$ cat config.mk
export PLATFORM = sky130hd
export DESIGN_NAME = mem_readout_scanner
export DESIGN_NICKNAME = d
export VERILOG_FILES = /design/src/rtl/mem_readout_scanner.sv
export SDC_FILE = /design/constraint.sdc
export NUM_CORES = 1
export LEC_CHECK = 0
export CORE_AREA = 3 3 122 124
export CTS_BUF_LIST = sky130_fd_sc_hd__clkbuf_4 sky130_fd_sc_hd__clkbuf_8 sky130_fd_sc_hd__clkbuf_16
export CTS_CLUSTER_DIAMETER = 150
export CTS_CLUSTER_SIZE = 10
export DETAILED_ROUTE_END_ITERATION = 10
export DIE_AREA = 0 0 125 127
export GPL_ROUTABILITY_DRIVEN = 1
export GPL_TIMING_DRIVEN = 0
export HOLD_SLACK_MARGIN = 0.12
export PLACE_DENSITY = 0.85
export SYNTH_ARGS = -nofsm -noshare
export SYNTH_HDL_FRONTEND = slang
export SYNTH_SLANG_ARGS = --single-unit
$ cat constraint.sdc
create_clock -name clk -period 4.5 [get_ports clk]
set_clock_uncertainty 0.05 [all_clocks]
set_input_delay 0.9 -clock clk [delete_from_list [all_inputs] [get_ports clk]]
set_output_delay 0.9 -clock clk [all_outputs]
set_load 0.02 [all_outputs]
$ cat src/rtl/mem_readout_scanner.sv
// mem_readout_scanner: walks a contiguous region of a synchronous-read memory
// and presents it as beats on a valid/ready stream. Scalar mode fetches one
// word per beat into lane 0; vector mode fetches LANES consecutive words per
// beat. Each scan is armed by a start pulse that latches mode, base address
// and beat count.
//
// state   | meaning
// --------+-------------------------------------------------------------
// IDLE    | waiting for start; mode/base_addr/count sampled here only
// READ    | issuing read strobes and capturing returned words into lanes
// PRESENT | beat held on out_data/out_valid until the consumer accepts it
// DONE    | single-cycle done pulse, then back to IDLE

module mem_readout_scanner #(
    parameter int DATA_W = 16,
    parameter int ADDR_W = 24,
    parameter int LANES  = 6,
    parameter int CNT_W  = 16
) (
    input  logic                      clk,
    input  logic                      rst,
    input  logic                      start,
    input  logic                      mode,
    input  logic [ADDR_W-1:0]         base_addr,
    input  logic [CNT_W-1:0]          count,
    output logic [ADDR_W-1:0]         mem_addr,
    output logic                      mem_rd_en,
    input  logic [DATA_W-1:0]         mem_q,
    output logic [LANES*DATA_W-1:0]   out_data,
    output logic                      out_valid,
    input  logic                      out_ready,
    output logic                      out_last,
    output logic                      busy,
    output logic                      done
);

    localparam int IDX_W = 4;
    localparam logic [IDX_W-1:0] LAST_LANE = IDX_W'(LANES - 1);

    typedef enum logic [1:0] {
        IDLE    = 2'd0,
        READ    = 2'd1,
        PRESENT = 2'd2,
        DONE    = 2'd3
    } state_t;

    state_t             state;
    logic               mode_r;
    logic [CNT_W-1:0]   beats_left;
    logic [IDX_W-1:0]   rd_left;
    logic [IDX_W-1:0]   cap_idx;
    logic               q_vld;
    logic [IDX_W-1:0]   cap_last;

    // Index of the final lane of a beat for the latched mode.
    always_comb begin
        cap_last = mode_r ? LAST_LANE : '0;
    end

    // Scan sequencer: issues reads, captures lanes, and handshakes beats out.
    // mem_addr is left on the last word read, so the next beat starts at +1.
    always_ff @(posedge clk or negedge rst) begin
        if (!rst) begin
            state      <= IDLE;
            mode_r     <= 1'b0;
            beats_left <= '0;
            rd_left    <= '0;
            cap_idx    <= '0;
            q_vld      <= 1'b0;
            mem_addr   <= '0;
            mem_rd_en  <= 1'b0;
            out_data   <= '0;
            out_valid  <= 1'b0;
            out_last   <= 1'b0;
            busy       <= 1'b0;
            done       <= 1'b0;
        end else begin
            // mem_q carries valid data exactly one cycle after a strobe
            q_vld <= mem_rd_en;
            case (state)
                IDLE: begin
                    done <= 1'b0;
                    if (start) begin
                        mode_r <= mode;
                        busy   <= 1'b1;
                        if (count == '0) begin
                            state <= DONE;
                            done  <= 1'b1;
                        end else begin
                            state      <= READ;
                            beats_left <= count;
                            mem_rd_en  <= 1'b1;
                            mem_addr   <= base_addr;
                            rd_left    <= mode ? LAST_LANE : '0;
                            cap_idx    <= '0;
                            out_data   <= '0;
                        end
                    end
                end
                READ: begin
                    if (rd_left != '0) begin
                        mem_addr <= mem_addr + ADDR_W'(1);
                        rd_left  <= rd_left - IDX_W'(1);
                    end else begin
                        mem_rd_en <= 1'b0;
                    end
                    if (q_vld) begin
                        for (int i = 0; i < LANES; i++) begin
                            if (cap_idx == IDX_W'(i)) begin
                                out_data[i*DATA_W +: DATA_W] <= mem_q;
                            end
                        end
                        cap_idx <= cap_idx + IDX_W'(1);
                        if (cap_idx == cap_last) begin
                            state     <= PRESENT;
                            out_valid <= 1'b1;
                            out_last  <= (beats_left == CNT_W'(1));
                        end
                    end
                end
                PRESENT: begin
                    if (out_ready) begin
                        out_valid <= 1'b0;
                        out_last  <= 1'b0;
                        if (beats_left == CNT_W'(1)) begin
                            state <= DONE;
                            done  <= 1'b1;
                        end else begin
                            beats_left <= beats_left - CNT_W'(1);
                            state      <= READ;
                            mem_rd_en  <= 1'b1;
                            mem_addr   <= mem_addr + ADDR_W'(1);
                            rd_left    <= cap_last;
                            cap_idx    <= '0;
                        end
                    end
                end
                DONE: begin
                    done  <= 1'b0;
                    busy  <= 1'b0;
                    state <= IDLE;
                end
                default: begin
                    state <= IDLE;
                end
            endcase
        end
    end

endmodule

==> results.toml, run 1 <==
[floorplan]
die_h_um = 127
ios = 186
dieArea_um2 = 15900
core_area_um2 = 13900
num_rows = 43
initial_core_util_pct = 53.8
die_x_um = 125

[detailed_routing]
routed_wl_mm = 20.7
vias = 6425
detail_route.wl_per_cell_um = 19.3
firstDrtPassIters = 6
drc_errors = 0
antenna_left = 0
viasPerCell = 6.00
drtIter0Drc = 608

[clocking]
cts_buffers = 17
clock_path_buffers = 2
worst_skew_pair.late_latency_ps = 430
cts.sinks = 153
ctsHoldBuffers = 0
clockRootBuffer = "clkbuf_16"
ctsHtreeMaxLevel = 4
cts_resized = 0
cts_tree = "built"
postCtsSetupBuffers = 0
clk_pin_slew_worst_paths_ps = 70

[worst_setup_path]
reg2reg_to = "mem_addr[16]"
cp_cell_sequence = "clkdlybuf4s50_1, nor4_1, and4_4, o21a_1, buf_6, or2_1, buf_2, a21o_1, buf_2, buf_4, mux2_2"
cp-start-kind = "primary input"
r2r_slack_ps = 1350
crit_path_max_incr_delay_ps = 470
cpLargestDelayFamily = "buffers and inverters"
r2r-start = "state[1]"
critPathRequiredTime_ps = 4760
worstSetupPathType = "in -> reg"
crit_fanout = 10
end_kind = "register"
slowest_stage = "clkdlybuf4s50_1"
arrival_ps = 3620
reg2reg_depth = 9
startpoint = "count[0]"
crit_top_cell = "buf_2"
crit_buf_inv = 5

[yosys]
synth-seq-area-share_pct = 51.3
yosysUniqueCellTypes = 56
synthTopCellsByCount = "dfrtp_1 (153), mux2_2 (98), o21ai_0 (43), a21oi_1 (39), nand2_1 (37)"
synth_fp_nets = 748
yosysMostFrequentCell = "dfrtp_1"
syn_area_um2 = 7460
synth_top_area_cell = "dfrtp_1"
yosys-top-cells-area = "dfrtp_1 (51%), mux2_2 (15%), o21ai_0 (2.9%)"
synth_warnings = 0
dominantRegCellSynth = "dfrtp_1"
synthArstFlopShare_pct = 100
synth_top_cell_area_share_pct = 51.3
synth_cells = 673
ys_ff_latch = 153
synth_area_per_cell_um2 = 11.1
synth_edf_count = 0

[sta]
finalCritPeriodShare_pct = 74.8
tns_ps = 0
rsz0062_at_grt = "false"
hold_violations = 0
drv_slew = 0
period_minus_slack_ps = 3360
max-slew-margin-rel_pct = 28.9
setup_violations = 0
tightest_slew_ps = 1060
fmax_mhz = 297

[power_and_ir_drop]
total_leakage_power_nw = 4.33
powerDensity_nw_per_um2 = 790
ir_drop_mv = 0.433
power.total_w = 0.00801

[place]
dp_hpwl_mm = 14.6
gp_congestion = 0.917
portBuffers = 185

[hold_path]
holdCritPathClass = "in -> async"

[finish]
syn_to_final_growth_pct = 35.8
insertedDiodeCount = 0
seq_area_um2 = 3830
nets = 953
drive_above_1_share_pct = 18.7
multi_input_area_um2 = 3380
fillCellCount = 943

[global_routing]
grt_usage_pct = 26.5
antenna_found_initial = 0
grt-ovfl-total = 0
grt_pass1_wl_mm = 34.0
grt_start_max_net_pins = 94
grt_pass1_vias = 6553

[job]
cap_violations = 0

[status]
status = "completed"
[power breakdown]
group | total, W | switching, W | internal [W] | leakage [nW]
combinational | 0.00425 | 0.00230 | 0.00195 | 2.12
sequential | 0.00238 | 0.000473 | 0.00190 | 1.95
clock | 0.00138 | 0.000606 | 0.000771 | 0.269
total | 0.00801 | 0.00338 | 0.00463 | 4.33
[worst max-delay path by stage]
stage	slack, ps	end	cells past startpoint
floorplan	1690	out_data[69]	10
global placement	-3420	beats_left[10]	1
detailed placement	770	out_data[94]	11
CTS	1220	out_data[94]	11
global route	1070	out_data[72]	11
finish	1140	out_data[86]	11
[flip-flops by register name (all words and copies together), names as in the netlist]
register,flops
out_data,96
mem_addr,24
beats_left,16
cap_idx,4
rd_left,4
state,2
busy,1
done,1
mem_rd_en,1
mode_r,1
out_last,1
out_valid,1
q_vld,1
[cell usage in the layout (no fill, tap or decap), drive strengths merged, types with 5 or more instances in the layout]
| cell | synthesis | layout |
|---|---|---|
| buf | 20 | 22 |
| dfrtp | 153 | 153 |
| a21oi | 44 | 44 |
| nand4 | 12 | 12 |
| and2 | 17 | 17 |
| mux2i | 6 | 6 |
| nand3 | 22 | 22 |
| nand4b | 6 | 6 |
| a31oi | 7 | 7 |
| ha | 14 | 14 |
| nand2b | 6 | 6 |
| nand3b | 7 | 7 |
| nor4 | 16 | 16 |
| nor3 | 16 | 16 |
| o21ai | 43 | 43 |
| and3 | 11 | 11 |
| o22ai | 10 | 10 |
| inv | 17 | 23 |
| o32ai | 5 | 5 |
| nand2 | 37 | 37 |
| o22a | 5 | 5 |
| clkbuf | 18 | 35 |
| mux2 | 98 | 98 |
| or3 | 6 | 6 |
| clkdlybuf4s50 | 0 | 184 |
| nor2 | 29 | 29 |
[per-stage QoR]
| stage | setup slack (ps) | hold WS, ps | std cells | instance area [um^2] | util (%) |
|---|---|---|---|---|---|
| 3_5_place_dp | 774 | 384 | 1039 | 9570 | 68.9 |
| 3_3_place_gp | -3420 | 382 | 1038 | 9540 | 68.7 |
| 2_1_floorplan | 1690 | 435 | 673 | 7460 | - |
| 4_1_cts | 1220 | 402 | 1071 | 10100 | 73.0 |
| 5_1_grt | 1070 | 410 | 1071 | 10100 | 73.0 |
| 6_report | 1140 | 405 | 1071 | 10100 | 73.0 |
[metal layers]
metal	GRT usage, %	up-vias	part of all wire, %
li1	-	2903	-
met1	34.7	3102	42
met2	43.9	364	48
met3	6.02	56	8.7
met4	9.69	0	2.0
met5	0	-	0
[cells by family (layout without fill, tap and decap cells)]
kind of cell	after synthesis	count (layout)	synth area share, %
adder cells (fa/ha/maj)	14	14	2.35
flip-flops	153	153	51.3
AO/OA/AOI/OAI	147	147	12.5
buffers and inverters	55	273	3.47
multiplexers	104	104	15.6
AND/OR/NAND/NOR	200	200	14.8
[worst reg2reg max path, stage by stage (launching register included)]
cell       delay [ps]
dfrtp_1           380
inv_1             120
ha_1              270
nand4bb_1         120
clkbuf_1          430
nand2b_1          270
nor3_1            620
clkbuf_1          480
a21oi_1           140
a21oi_1           190
[area by class of cell]
class,count,share of cell area (%)
sequential,153,37.8
multi-input combinational,465,33.3
timing repair buffer,186,18.5
clock buffer,17,4.20
tap,180,2.22
buffer,38,1.93
clock inverter,15,1.41
inverter,17,0.629
Note: power is estimated with default switching activity, not from simulation.
==> run 2: changes to the inputs <==
==> config.mk (replaced) <==
export PLATFORM = sky130hd
export DESIGN_NAME = mem_readout_scanner
export DESIGN_NICKNAME = d
export VERILOG_FILES = /design/src/rtl/mem_readout_scanner.sv
export SDC_FILE = /design/constraint.sdc
export NUM_CORES = 1
export LEC_CHECK = 0
export CORE_AREA = 3 3 127 129
export CTS_BUF_LIST = sky130_fd_sc_hd__clkbuf_4 sky130_fd_sc_hd__clkbuf_8 sky130_fd_sc_hd__clkbuf_16
export CTS_CLUSTER_DIAMETER = 150
export CTS_CLUSTER_SIZE = 10
export DETAILED_ROUTE_END_ITERATION = 10
export DIE_AREA = 0 0 130 132
export GPL_ROUTABILITY_DRIVEN = 1
export GPL_TIMING_DRIVEN = 0
export HOLD_SLACK_MARGIN = 0.12
export PLACE_DENSITY = 0.8
export SYNTH_ARGS = -nofsm -noshare
export SYNTH_HDL_FRONTEND = slang
export SYNTH_SLANG_ARGS = --single-unit
==> constraint.sdc (replaced) <==
create_clock -name clk -period 3.45 [get_ports clk]
set_clock_uncertainty 0.05 [all_clocks]
set_input_delay 0.69 -clock clk [delete_from_list [all_inputs] [get_ports clk]]
set_output_delay 0.69 -clock clk [all_outputs]
set_load 0.02 [all_outputs]
==> run 2 against run 1 <==
  * Clock power is 29% higher
  * Sequential share of layout area did not move
  * Count of clock-buffer cells in the layout did not move
  * Largest cell class unchanged
  * Worst hold slack worse by 240 ps
==> results.toml, run 2 (synthesis gave the netlist of run 1 again) <==
[clocking]
ctsHtreeMaxLevel = 4
postCtsSetupBuffers = 0
ctsHoldBuffers = 0
cts.sinks = 153
cts_buffers = 17
worst_skew_pair.late_latency_ps = 430
clock_path_buffers = 2
cts_tree = "built"
cts_resized = 0
clockRootBuffer = "clkbuf_16"
clk_pin_slew_worst_paths_ps = 70

[finish]
final_cell_mix = "clkdlybuf4s50_1 (184), dfrtp_1 (153), mux2_2 (98)"
insertedDiodeCount = 0
largest_reg_flops = 96
reg_top3 = "out_data x96, mem_addr x24, beats_left x16"
multi_input_area_um2 = 3380
layout_commonest_cell = "clkdlybuf4s50_1"
drive_above_1_share_pct = 18.7
seq_area_um2 = 3830
syn_to_final_growth_pct = 35.8
fillCellCount = 1134
nets = 953
regMostFlops = "out_data"

[worst_setup_path]
worstSetupPathType = "in -> reg"
reg2reg_to = "mem_addr[15]"
r2r_slack_ps = 540
cp-start-kind = "primary input"
crit_buf_inv = 5
r2r-start = "state[1]"
critPathRequiredTime_ps = 3720
crit_path_max_incr_delay_ps = 460
slowest_stage = "clkdlybuf4s50_1"
startpoint = "count[0]"
arrival_ps = 3350
cp_cell_sequence = "clkdlybuf4s50_1, nor4_1, and4_4, o21a_1, buf_6, or2_1, buf_2, a21o_1, buf_2, buf_4, mux2_2"
crit_fanout = 10
crit_top_cell = "buf_2"
reg2reg_depth = 9
cpLargestDelayFamily = "buffers and inverters"
end_kind = "register"

[global_routing]
grt_usage_pct = 23.5
grt_start_max_net_pins = 100
grt_pass1_vias = 6116
grt-ovfl-total = 0
antenna_found_initial = 0
grt_pass1_wl_mm = 32.4

[floorplan]
die_h_um = 132
core_area_um2 = 15100
initial_core_util_pct = 49.3
num_rows = 45
die_x_um = 130
ios = 186
dieArea_um2 = 17200

[place]
dp_hpwl_mm = 14.1
gp_congestion = 0.858
dp_slack_ps = -95.7
portBuffers = 185

[sta]
setup_violations = 0
period_minus_slack_ps = 3090
rsz0062_at_grt = "false"
finalCritPeriodShare_pct = 89.4
hold_violations = 0
tns_ps = 0
tightest_slew_ps = 1100
setup_ws_ps = 365
drv_slew = 0
max-slew-margin-rel_pct = 25.8
fmax_mhz = 324

[detailed_routing]
drt-met1-wl_mm = 8.99
wl_met3_mm = 1.53
viasPerCell = 5.83
vias = 6293
drc_errors = 0
antenna_left = 0
drtIter0Drc = 418
detail_route.wl_per_cell_um = 18.6
routed_wl_mm = 20.1
met2_length_mm = 9.36
top_layer = "met4"
firstDrtPassIters = 5

[power_and_ir_drop]
powerDensity_nw_per_um2 = 1020
total_leakage_power_nw = 4.33
ir_drop_mv = 0.535

[hold_path]
holdCritPathClass = "in -> async"

[job]
cap_violations = 0

[status]
status = "completed"
-- run 2: area by class of cell --
class	instances	area share, %
repair buffers	186	18.5
clock buffers	17	4.20
inverters	17	0.629
multi-input cells	465	33.3
plain buffers	38	1.93
well taps	188	2.32
clock inverters	15	1.31
flip-flops and latches	153	37.8
-- run 2: worst max-delay path by stage --
stage / to / slack, ps / cells past startpoint
2_1_floorplan: out_data[69] / 850 / 10
3_3_place_gp: beats_left[2] / -4660 / 1
3_5_place_dp: out_data[94] / -100 / 11
4_1_cts: out_data[94] / 350 / 11
5_1_grt: out_data[94] / 200 / 11
6_report: out_data[94] / 360 / 11
-- run 2: metal layers --
layer	vias up	global-route usage [%]
met5	-	0
met2	310	36.8
met4	0	6.52
met3	21	5.06
met1	3059	33.3
li1	2903	-
-- run 2: stage by stage --
stage | power, W | instance area [um^2] | instances | util, % | hold slack, ps
after floorplan | 0.00647 | 7460 | 673 | - | 344
after global placement | 0.00845 | 9550 | 1046 | 63.1 | 388
after global routing | 0.0109 | 10100 | 1079 | 66.9 | 200
after detailed placement | 0.00855 | 9580 | 1047 | 63.3 | 395
after CTS | 0.0104 | 10100 | 1079 | 66.9 | 180
final | 0.0103 | 10100 | 1079 | 66.9 | 167
-- run 2: where the power goes --
part	internal, W	switching, W	total, W
clock	0.000949	0.000827	0.00178
sequential	0.00248	0.000608	0.00309
combinational	0.00254	0.00293	0.00547
